**config.mk**
```make
export PLATFORM = sky130hd
export DESIGN_NAME = pwr_timer_multi
export DESIGN_NICKNAME = d
export VERILOG_FILES = /design/src/rtl/pwr_timer_multi_pkg.sv /design/src/rtl/pwr_timer_chan.sv /design/src/rtl/pwr_timer_multi.sv
export SDC_FILE = /design/constraint.sdc
export NUM_CORES = 1
export LEC_CHECK = 0
export ABC_AREA = 1
export CAP_MARGIN = 40
export CORE_MARGIN = 2
export CORE_UTILIZATION = 50
export DETAILED_ROUTE_END_ITERATION = 7
export HOLD_SLACK_MARGIN = 0.08
export PLACE_DENSITY = 0.66
export REMOVE_ABC_BUFFERS = 1
export SETUP_SLACK_MARGIN = 0.02
export SKIP_CTS_REPAIR_TIMING = 1
export SLEW_MARGIN = 20
export SYNTH_ARGS = -nofsm -noshare
export SYNTH_HDL_FRONTEND = slang
export SYNTH_SLANG_ARGS = --single-unit
export TNS_END_PERCENT = 20
```
**constraint.sdc**
```tcl
create_clock -name clk -period 5.8 [get_ports clk]
set_clock_uncertainty 0.05 [all_clocks]
set_input_delay 0.87 -clock clk [delete_from_list [all_inputs] [get_ports clk]]
set_output_delay 0.87 -clock clk [all_outputs]
set_load 0.01 [all_outputs]
```
**src/rtl/pwr_timer_multi_pkg.sv**
```systemverilog
// Shared definitions for the power-off timer bank: opcodes and command-word layout.
package pwr_timer_multi_pkg;

  typedef enum logic [1:0] {
    OP_LOAD_ONESHOT = 2'b00,
    OP_LOAD_WDOG    = 2'b01,
    OP_KICK         = 2'b10,
    OP_CANCEL       = 2'b11
  } op_t;

  localparam int unsigned CMD_W  = 24;
  localparam int unsigned OP_MSB = 23;
  localparam int unsigned OP_LSB = 22;
  localparam int unsigned CH_MSB = 21;
  localparam int unsigned CH_LSB = 20;

endpackage

```
**src/rtl/pwr_timer_chan.sv**
```systemverilog
// One timer channel: one-shot or watchdog countdown with a sticky expired flag.
module pwr_timer_chan
  import pwr_timer_multi_pkg::*;
#(
  parameter int unsigned CW = 16
) (
  input  logic          clk,
  input  logic          rst,
  input  logic          tick,
  input  logic          cmd_en,
  input  op_t           op,
  input  logic [CW-1:0] val,
  output logic [CW-1:0] count,
  output logic          armed,
  output logic          expired
);

  logic [CW-1:0] reload;
  logic          wdog;

  always_ff @(posedge clk or posedge rst) begin
    if (rst) begin
      count   <= '0;
      reload  <= '0;
      wdog    <= 1'b0;
      armed   <= 1'b0;
      expired <= 1'b0;
    end else if (!expired) begin
      // A command on a tick cycle takes priority and this channel skips that tick.
      if (cmd_en) begin
        case (op)
          OP_LOAD_ONESHOT: begin
            count  <= val;
            reload <= '0;
            wdog   <= 1'b0;
            armed  <= (val != '0);
          end
          OP_LOAD_WDOG: begin
            count  <= val;
            reload <= val;
            wdog   <= 1'b1;
            armed  <= (val != '0);
          end
          OP_KICK: begin
            if (wdog) count <= reload;
          end
          OP_CANCEL: begin
            armed <= 1'b0;
            count <= '0;
          end
          default: ;
        endcase
      end else if (tick && armed && (count != '0)) begin
        if (count == CW'(1)) begin
          count   <= '0;
          armed   <= 1'b0;
          expired <= 1'b1;
        end else begin
          count <= count - CW'(1);
        end
      end
    end
  end

endmodule

```
**src/rtl/pwr_timer_multi.sv**
```systemverilog
// Multi-channel countdown timer bank; any expired channel latches the power-off request.
module pwr_timer_multi
  import pwr_timer_multi_pkg::*;
#(
  parameter int unsigned NCH  = 4,
  parameter int unsigned CW   = 16,
  parameter int unsigned DIV  = 5000000,
  parameter int unsigned WARN = 3
) (
  input  logic             clk,
  input  logic             rst,
  input  logic [CMD_W-1:0] in_data,
  input  logic             in_wr,
  output logic             pwr_off,
  output logic [NCH-1:0]   expired,
  output logic [NCH-1:0]   warn
);

  localparam int unsigned PW = (DIV > 1) ? $clog2(DIV) : 1;
  localparam logic [CW-1:0] WARN_C = CW'(WARN);

  logic [PW-1:0] pre;
  logic          tick;
  op_t           cmd_op;
  logic [1:0]    cmd_ch;
  logic [CW-1:0] cmd_val;
  logic [NCH-1:0] cmd_en;
  logic [NCH-1:0] armed;
  logic [CW-1:0]  count [NCH];
  logic           unused_bits;

  // Free-running divider; commands never resynchronise it.
  assign tick = (pre == PW'(DIV - 1));

  always_ff @(posedge clk or posedge rst) begin
    if (rst)       pre <= '0;
    else if (tick) pre <= '0;
    else           pre <= pre + PW'(1);
  end

  assign cmd_op      = op_t'(in_data[OP_MSB:OP_LSB]);
  assign cmd_ch      = in_data[CH_MSB:CH_LSB];
  assign cmd_val     = in_data[CW-1:0];
  assign unused_bits = ^in_data[CH_LSB-1:CW];

  // Channel selects at or above NCH match no instance and are dropped.
  for (genvar i = 0; i < NCH; i++) begin : g_chan
    assign cmd_en[i] = in_wr && (cmd_ch == 2'(i));

    pwr_timer_chan #(.CW(CW)) u_chan (
      .clk     (clk),
      .rst     (rst),
      .tick    (tick),
      .cmd_en  (cmd_en[i]),
      .op      (cmd_op),
      .val     (cmd_val),
      .count   (count[i]),
      .armed   (armed[i]),
      .expired (expired[i])
    );

    assign warn[i] = armed[i] && (count[i] <= WARN_C);
  end

  assign pwr_off = |expired;

endmodule
```
Word-level counts from Yosys, hierarchy flattened
Index checks and enable logic that the tools add are counted.
{ "word_totals": {"regBits": 163, "output_inout_bits": 9, "inputBits": 27, "word_cells": 151} }
{ "classes": {"n_reduce_logical": 46, "eq_ne": 19, "n_addsub": 5, "mux": 52, "n_lt_le_gt_ge": 4, "bitwise": 4} }
{ "op_table": {"columns": ["cell", "count"], "rows": [
  ["$mux W16", 16],
  ["$pmux W16 S3", 4],
  ["$reduce_bool A16 Y1", 5],
  ["$eq A16 B1 Y1 const B", 4],
  ["$le A16 B2 Y1 const B", 4],
  ["$sub A16 B1 Y16 const B", 4],
  ["$pmux W16 S2", 1],
  ["$mux W1", 28],
  ["$ne A3 B3 Y1 const B", 8],
  ["$reduce_and A3 Y1", 8],
  ["$add A23 B1 Y23 const B", 1],
  ["$eq A23 B23 Y1 const B", 1],
  ["$mux W23", 1],
  ["$reduce_bool A2 Y1", 9],
  ["$logic_and A1 B1 Y1", 16],
  ["$reduce_and A4 Y1", 4],
  ["$eq A2 B2 Y1 const B", 4],
  ["$eq A2 B1 Y1 const B", 2],
  ["$logic_not A2 Y1", 2],
  ["$not A1 Y1", 4],
  ["$pmux W1 S2", 2],
  ["$reduce_or A4 Y1", 1],
  ["$reduce_or A2 Y1", 1]
]} }

Longest topological paths before layout
{ "depth": {"depth_word": 6, "ltp_mapped": 12, "mapped_depth_nobuf": 12} }

Cells and area by module
Synthesis repeated with hierarchy kept, for this count alone.
{ "hier_totals": {"hier_cells": 1460, "hier_area_um2": 10483.8} }
{ "modules_own_cells": {"columns": ["module", "n_inst", "area_per_inst_um2", "cells_per_inst", "seq_area_each_um2"], "rows": [
  ["pwr_timer_chan", 4, 2212.1, 307, 875.8],
  ["pwr_timer_multi", 1, 1635.3, 232, 575.6]
]} }

Worst setup path after synthesis
OpenSTA, ideal clock, no wires.
{ "synth_timing": {"path_kind": "input to register", "from": "in in_data[22]", "to": "reg g_chan[1].u_chan.count[6]", "t_required_ps": 5633, "n_path_buf": 3, "setup_ps": 117, "path_stages": 10, "slack_ps": 3717, "arrival_ps": 1917, "cell_sequence": "buf_4 -> nor2_4 -> inv_4 -> buf_4 -> clkbuf_1 -> o21ai_0 -> nand2_1 -> o21ai_0 -> nand3_1 -> nand2_1"} }
{ "synth_between": {"elab_chain_len": 4, "word_cells_on_any_way": 9, "classes_between": "4 x eq/ne; 2 x mux; 3 x reduce/logical"} }
{ "synth_rtl": {"columns": ["element", "line", "source"], "rows": [
  ["start, declared", "pwr_timer_multi.sv:12", "input logic [CMD_W-1:0] in_data,"],
  ["$eq A2 B1 Y1 or $logic_not A2 Y1 (tied branches)", "pwr_timer_chan.sv:31", "case (op)"],
  ["$reduce_or A2 Y1 (no line)", null, null],
  ["$pmux W16 S3", "pwr_timer_chan.sv:31", null],
  ["$mux W16", "pwr_timer_chan.sv:30", "if (cmd_en) begin"],
  ["end signal, assigned", "pwr_timer_chan.sv:33", "count <= val;"],
  ["end signal, assigned", "pwr_timer_chan.sv:39", "count <= val;"],
  ["end signal, assigned", "pwr_timer_chan.sv:45", "if (wdog) count <= reload;"],
  ["end, declared", "pwr_timer_chan.sv:13", "output logic [CW-1:0] count,"]
]} }
Parallel ways exist; a longest one is shown, timed or not.
A chain may end at the register's enable or synchronous reset.

Worst setup path in the final report
{ "layout_timing": {"from": "in in_data[23]", "to": "reg g_chan[2].u_chan.count[11]"} }
{ "layout_between": {"elab_chain_len": 4, "word_cells_on_any_way": 9, "classes_between": "4 x eq/ne; 2 x mux; 3 x reduce/logical"} }
{ "layout_rtl": {"columns": ["element", "line"], "rows": [
  ["$eq A2 B1 Y1 or $logic_not A2 Y1 (tied branches)", "pwr_timer_chan.sv:31"],
  ["$reduce_or A2 Y1 (no line)", null],
  ["$pmux W16 S3", "pwr_timer_chan.sv:31"],
  ["$mux W16", "pwr_timer_chan.sv:30"],
  ["end signal, assigned", "pwr_timer_chan.sv:33"],
  ["end signal, assigned", "pwr_timer_chan.sv:39"],
  ["end signal, assigned", "pwr_timer_chan.sv:45"],
  ["end, declared", "pwr_timer_chan.sv:13"]
]} }
Parallel ways exist; a longest one is shown, timed or not.

==> reports/results.ini <==
[place]
dp_cells = 1655
place_congestion = 0.877
port-buffer-count = 31
dp_hpwl_um = 18900
dpl_cell_area_um2 = 10400

[clock_tree]
clkLatencyLatePin_ns = 0.44
cts.reportedPaths.clkPinSlew_ns = 0.07
cts.root.buffer_cell = sky130_fd_sc_hd__clkbuf_16
clkSinkCount = 163
clock_path_buffers = 2
tritoncts_clock_tree = built
cts_max_level = 4
numCtsBuffers = 17

[floorplanning]
floorplan.io_pins = 36
floorplan.die_area_um2 = 21200
fp.dieW_um = 145
num_rows = 51
fp.dieH_um = 145
fp.coreArea_um2 = 19500
start_util = 0.513

[timing]
tns_ns = 0
layout_worst_path_cycle_share = 0.580
report.final.slew_viol_count = 0
final.min_clock_period_ns = 3.36
grt_setup_unrepaired = false
finalHoldViolations = 0
finalSetupViolCount = 0
slew_worst_pin_ns = 0.845
maximum_achievable_frequency_ghz = 0.297
worst_slew_margin_rel = 0.435

[layout]
layout-drive-gt1-share = 0.0555
areaGrowthSynthToFinish_pct = 10.6
finish.utilization = 0.567
final_common_cell = sky130_fd_sc_hd__nand2_1
instances_no_fill = 1688
diodes = 0
layout.cell_area.non_filler_um2 = 11100
number_of_nets_in_the_final_layout = 1450
layout.cells.most_common_list = sky130_fd_sc_hd__nand2_1 (455), sky130_fd_sc_hd__inv_1 (169), sky130_fd_sc_hd__dfrtp_1 (163)

[synth]
synth.ff_latch_count = 163
yosysTopAreaCell = sky130_fd_sc_hd__dfrtp_1
synth_sequential_area_ratio = 0.408
netlist-cell-type-count = 40
synthesis.yosys.warnings = 0
syn-cell-area_um2 = 10000
syn_inst = 1394
synth_area_leaders = sky130_fd_sc_hd__dfrtp_1 (41%), sky130_fd_sc_hd__nand2_1 (17%), sky130_fd_sc_hd__inv_1 (6.4%), sky130_fd_sc_hd__nand3_1 (5.6%), sky130_fd_sc_hd__nor2_1 (5.4%)
synthesis.area_per_instance_um2 = 7.18
yosys.area.top_type_share = 0.408

[worst_setup_path]
r2r-start = pre[18]
crit_path_start = in_data[23]
r2r-end = g_chan[2].u_chan.count[11]
setup.reg_to_reg.worst_slack_ns = 3.29
critical_path.cell_chain = clkdlybuf4s50_1, inv_2, nor2_4, inv_4, nor2_4, a21oi_4, nand2_4, nand2_1, nand2_1
worst-path-buf-inv = 3
path_type_of_the_worst_setup_path = in -> reg
critical-path-max-stage-delay_ns = 0.84
cp-start-kind = input port
crit_path_max_fanout = 43
worst_ep_arrival_time_ns = 3.64
worstRegToRegCells = 9
worst_path_required_ns = 6.08
crit_path_end = g_chan[2].u_chan.count[11]
timing.critical_path.slowest_stage_cell = sky130_fd_sc_hd__clkdlybuf4s50_1
setup.worst_path.end_class = register
critical_path_depth = 9
crit_family = buffers and inverters

[global_routing]
via_count_of_the_first_global_routing_pass = 8639
grt_antenna_before_repair = 0
wire_length_of_the_first_global_routing_pass_um = 45100
groute.usage.overall = 0.268
grt_overflow = 0
pin_count_of_the_biggest_net_entering_global_routing = 92

[routing]
drt-wirelength-per-cell_um = 16.3
detail-route-antenna-nets = 0
drt_pass_1_iters = 5
finalWirelength_um = 27500
initialDrtViolationCount = 616
remaining_drc_errors = 0
vias_per_cell = 5.35
dr_total_vias = 9035

[pwr]
static-leakage-power_uw = 0.00590
powerDensity_nw_per_um2 = 238
vdd_ir_drop_max_mv = 0.184

[job]
cap_viol_max_count = 0

[status]
run_status = finished clean

[worst_hold_path]
hold_path.class = reg -> reg

## routing by layer
layer  global-route usage  vias to the layer above  part of all wire
li1                     -                     4519                 -
met1                0.377                     4217              0.47
met2                0.418                      249              0.44
met3               0.0445                       50             0.058
met4               0.0985                        0             0.031
met5                    0                        -                 0
## sequential cells by signal (all words and copies together), names as in the netlist
| signal | count |
|---|---|
| g_chan.u_chan.armed | 4 |
| g_chan.u_chan.reload | 64 |
| g_chan.u_chan.count | 64 |
| pre | 23 |
| g_chan.u_chan.wdog | 4 |
| g_chan.u_chan.expired | 4 |
## synthesized netlist by cell type
cell / instances
sky130_fd_sc_hd__o21ai_0: 67
sky130_fd_sc_hd__nor3_4: 4
sky130_fd_sc_hd__o22ai_1: 64
sky130_fd_sc_hd__a22oi_1: 28
sky130_fd_sc_hd__nor2_2: 4
sky130_fd_sc_hd__clkbuf_1: 5
sky130_fd_sc_hd__nand3_4: 1
sky130_fd_sc_hd__inv_4: 1
sky130_fd_sc_hd__o21ai_1: 2
sky130_fd_sc_hd__nor4b_1: 3
sky130_fd_sc_hd__nand3b_1: 9
sky130_fd_sc_hd__buf_2: 15
sky130_fd_sc_hd__and3_1: 1
sky130_fd_sc_hd__o21bai_1: 3
sky130_fd_sc_hd__a31oi_1: 1
sky130_fd_sc_hd__ha_1: 13
sky130_fd_sc_hd__nand2_1: 455
sky130_fd_sc_hd__nand4_1: 17
sky130_fd_sc_hd__dfrtp_1: 163
sky130_fd_sc_hd__a21oi_4: 4
sky130_fd_sc_hd__xor2_1: 24
sky130_fd_sc_hd__nand3_2: 3
sky130_fd_sc_hd__nor4_1: 6
sky130_fd_sc_hd__inv_1: 170
sky130_fd_sc_hd__clkinv_1: 4
sky130_fd_sc_hd__nor3b_1: 2
sky130_fd_sc_hd__buf_6: 7
sky130_fd_sc_hd__nor2_1: 144
sky130_fd_sc_hd__nor2_4: 7
sky130_fd_sc_hd__nand2_4: 7
sky130_fd_sc_hd__nor3_1: 14
sky130_fd_sc_hd__nand2_2: 6
sky130_fd_sc_hd__and2_1: 1
sky130_fd_sc_hd__buf_4: 10
sky130_fd_sc_hd__nor3_2: 1
sky130_fd_sc_hd__xnor2_1: 10
sky130_fd_sc_hd__inv_2: 4
sky130_fd_sc_hd__or2_2: 1
sky130_fd_sc_hd__nand3_1: 112
sky130_fd_sc_hd__a21oi_1: 1
## report_power, final
part	leakage (uW)	total, uW	internal (uW)	switching [uW]
combinational	0.00372	273	83.5	189
sequential	0.00188	1180	1160	17.5
clock	0.000297	1190	694	494
## per-stage QoR
stage	setup slack [ns]	power (uW)	hold WS (ns)
2_1_floorplan	0.475	1370	0.405
3_3_place_gp	2.03	1460	0.426
3_5_place_dp	2.03	1460	0.443
4_1_cts	2.39	2650	0.456
5_1_grt	2.25	2740	0.481
6_report	2.44	2640	0.446
## layout make-up
type | count | area [um^2]
clock buffers | 18 | 439
clock inverters | 14 | 176
fillers | 1902 | 8460
inverters | 179 | 679
multi-input cells | 1015 | 5010
flip-flops and latches | 163 | 4080
well taps | 265 | 332
repair buffers | 34 | 353
## how the worst min path moves through the flow
stage / cells past startpoint / slack, ns / from / endpoint
2_1_floorplan: 1 / 0.40 / pre[0] / pre[0]
3_3_place_gp: 1 / 0.43 / pre[2] / pre[2]
4_1_cts: 1 / 0.46 / pre[0] / pre[0]
5_1_grt: 1 / 0.48 / pre[0] / pre[0]
6_report: 1 / 0.45 / pre[0] / pre[0]
3_5_place_dp: 2 / 0.44 / g_chan[2].u_chan.count[1] / g_chan[2].u_chan.count[1]
## cells by family after synthesis
logic type | after synthesis | synth area share
fa+ha+maj | 13 | 0.0163
xor+xnor | 34 | 0.0297
flops | 163 | 0.407
simple gates | 798 | 0.349
compound gates | 170 | 0.105
buf+inv | 216 | 0.0921
Note: power is estimated with default switching activity, not from simulation.
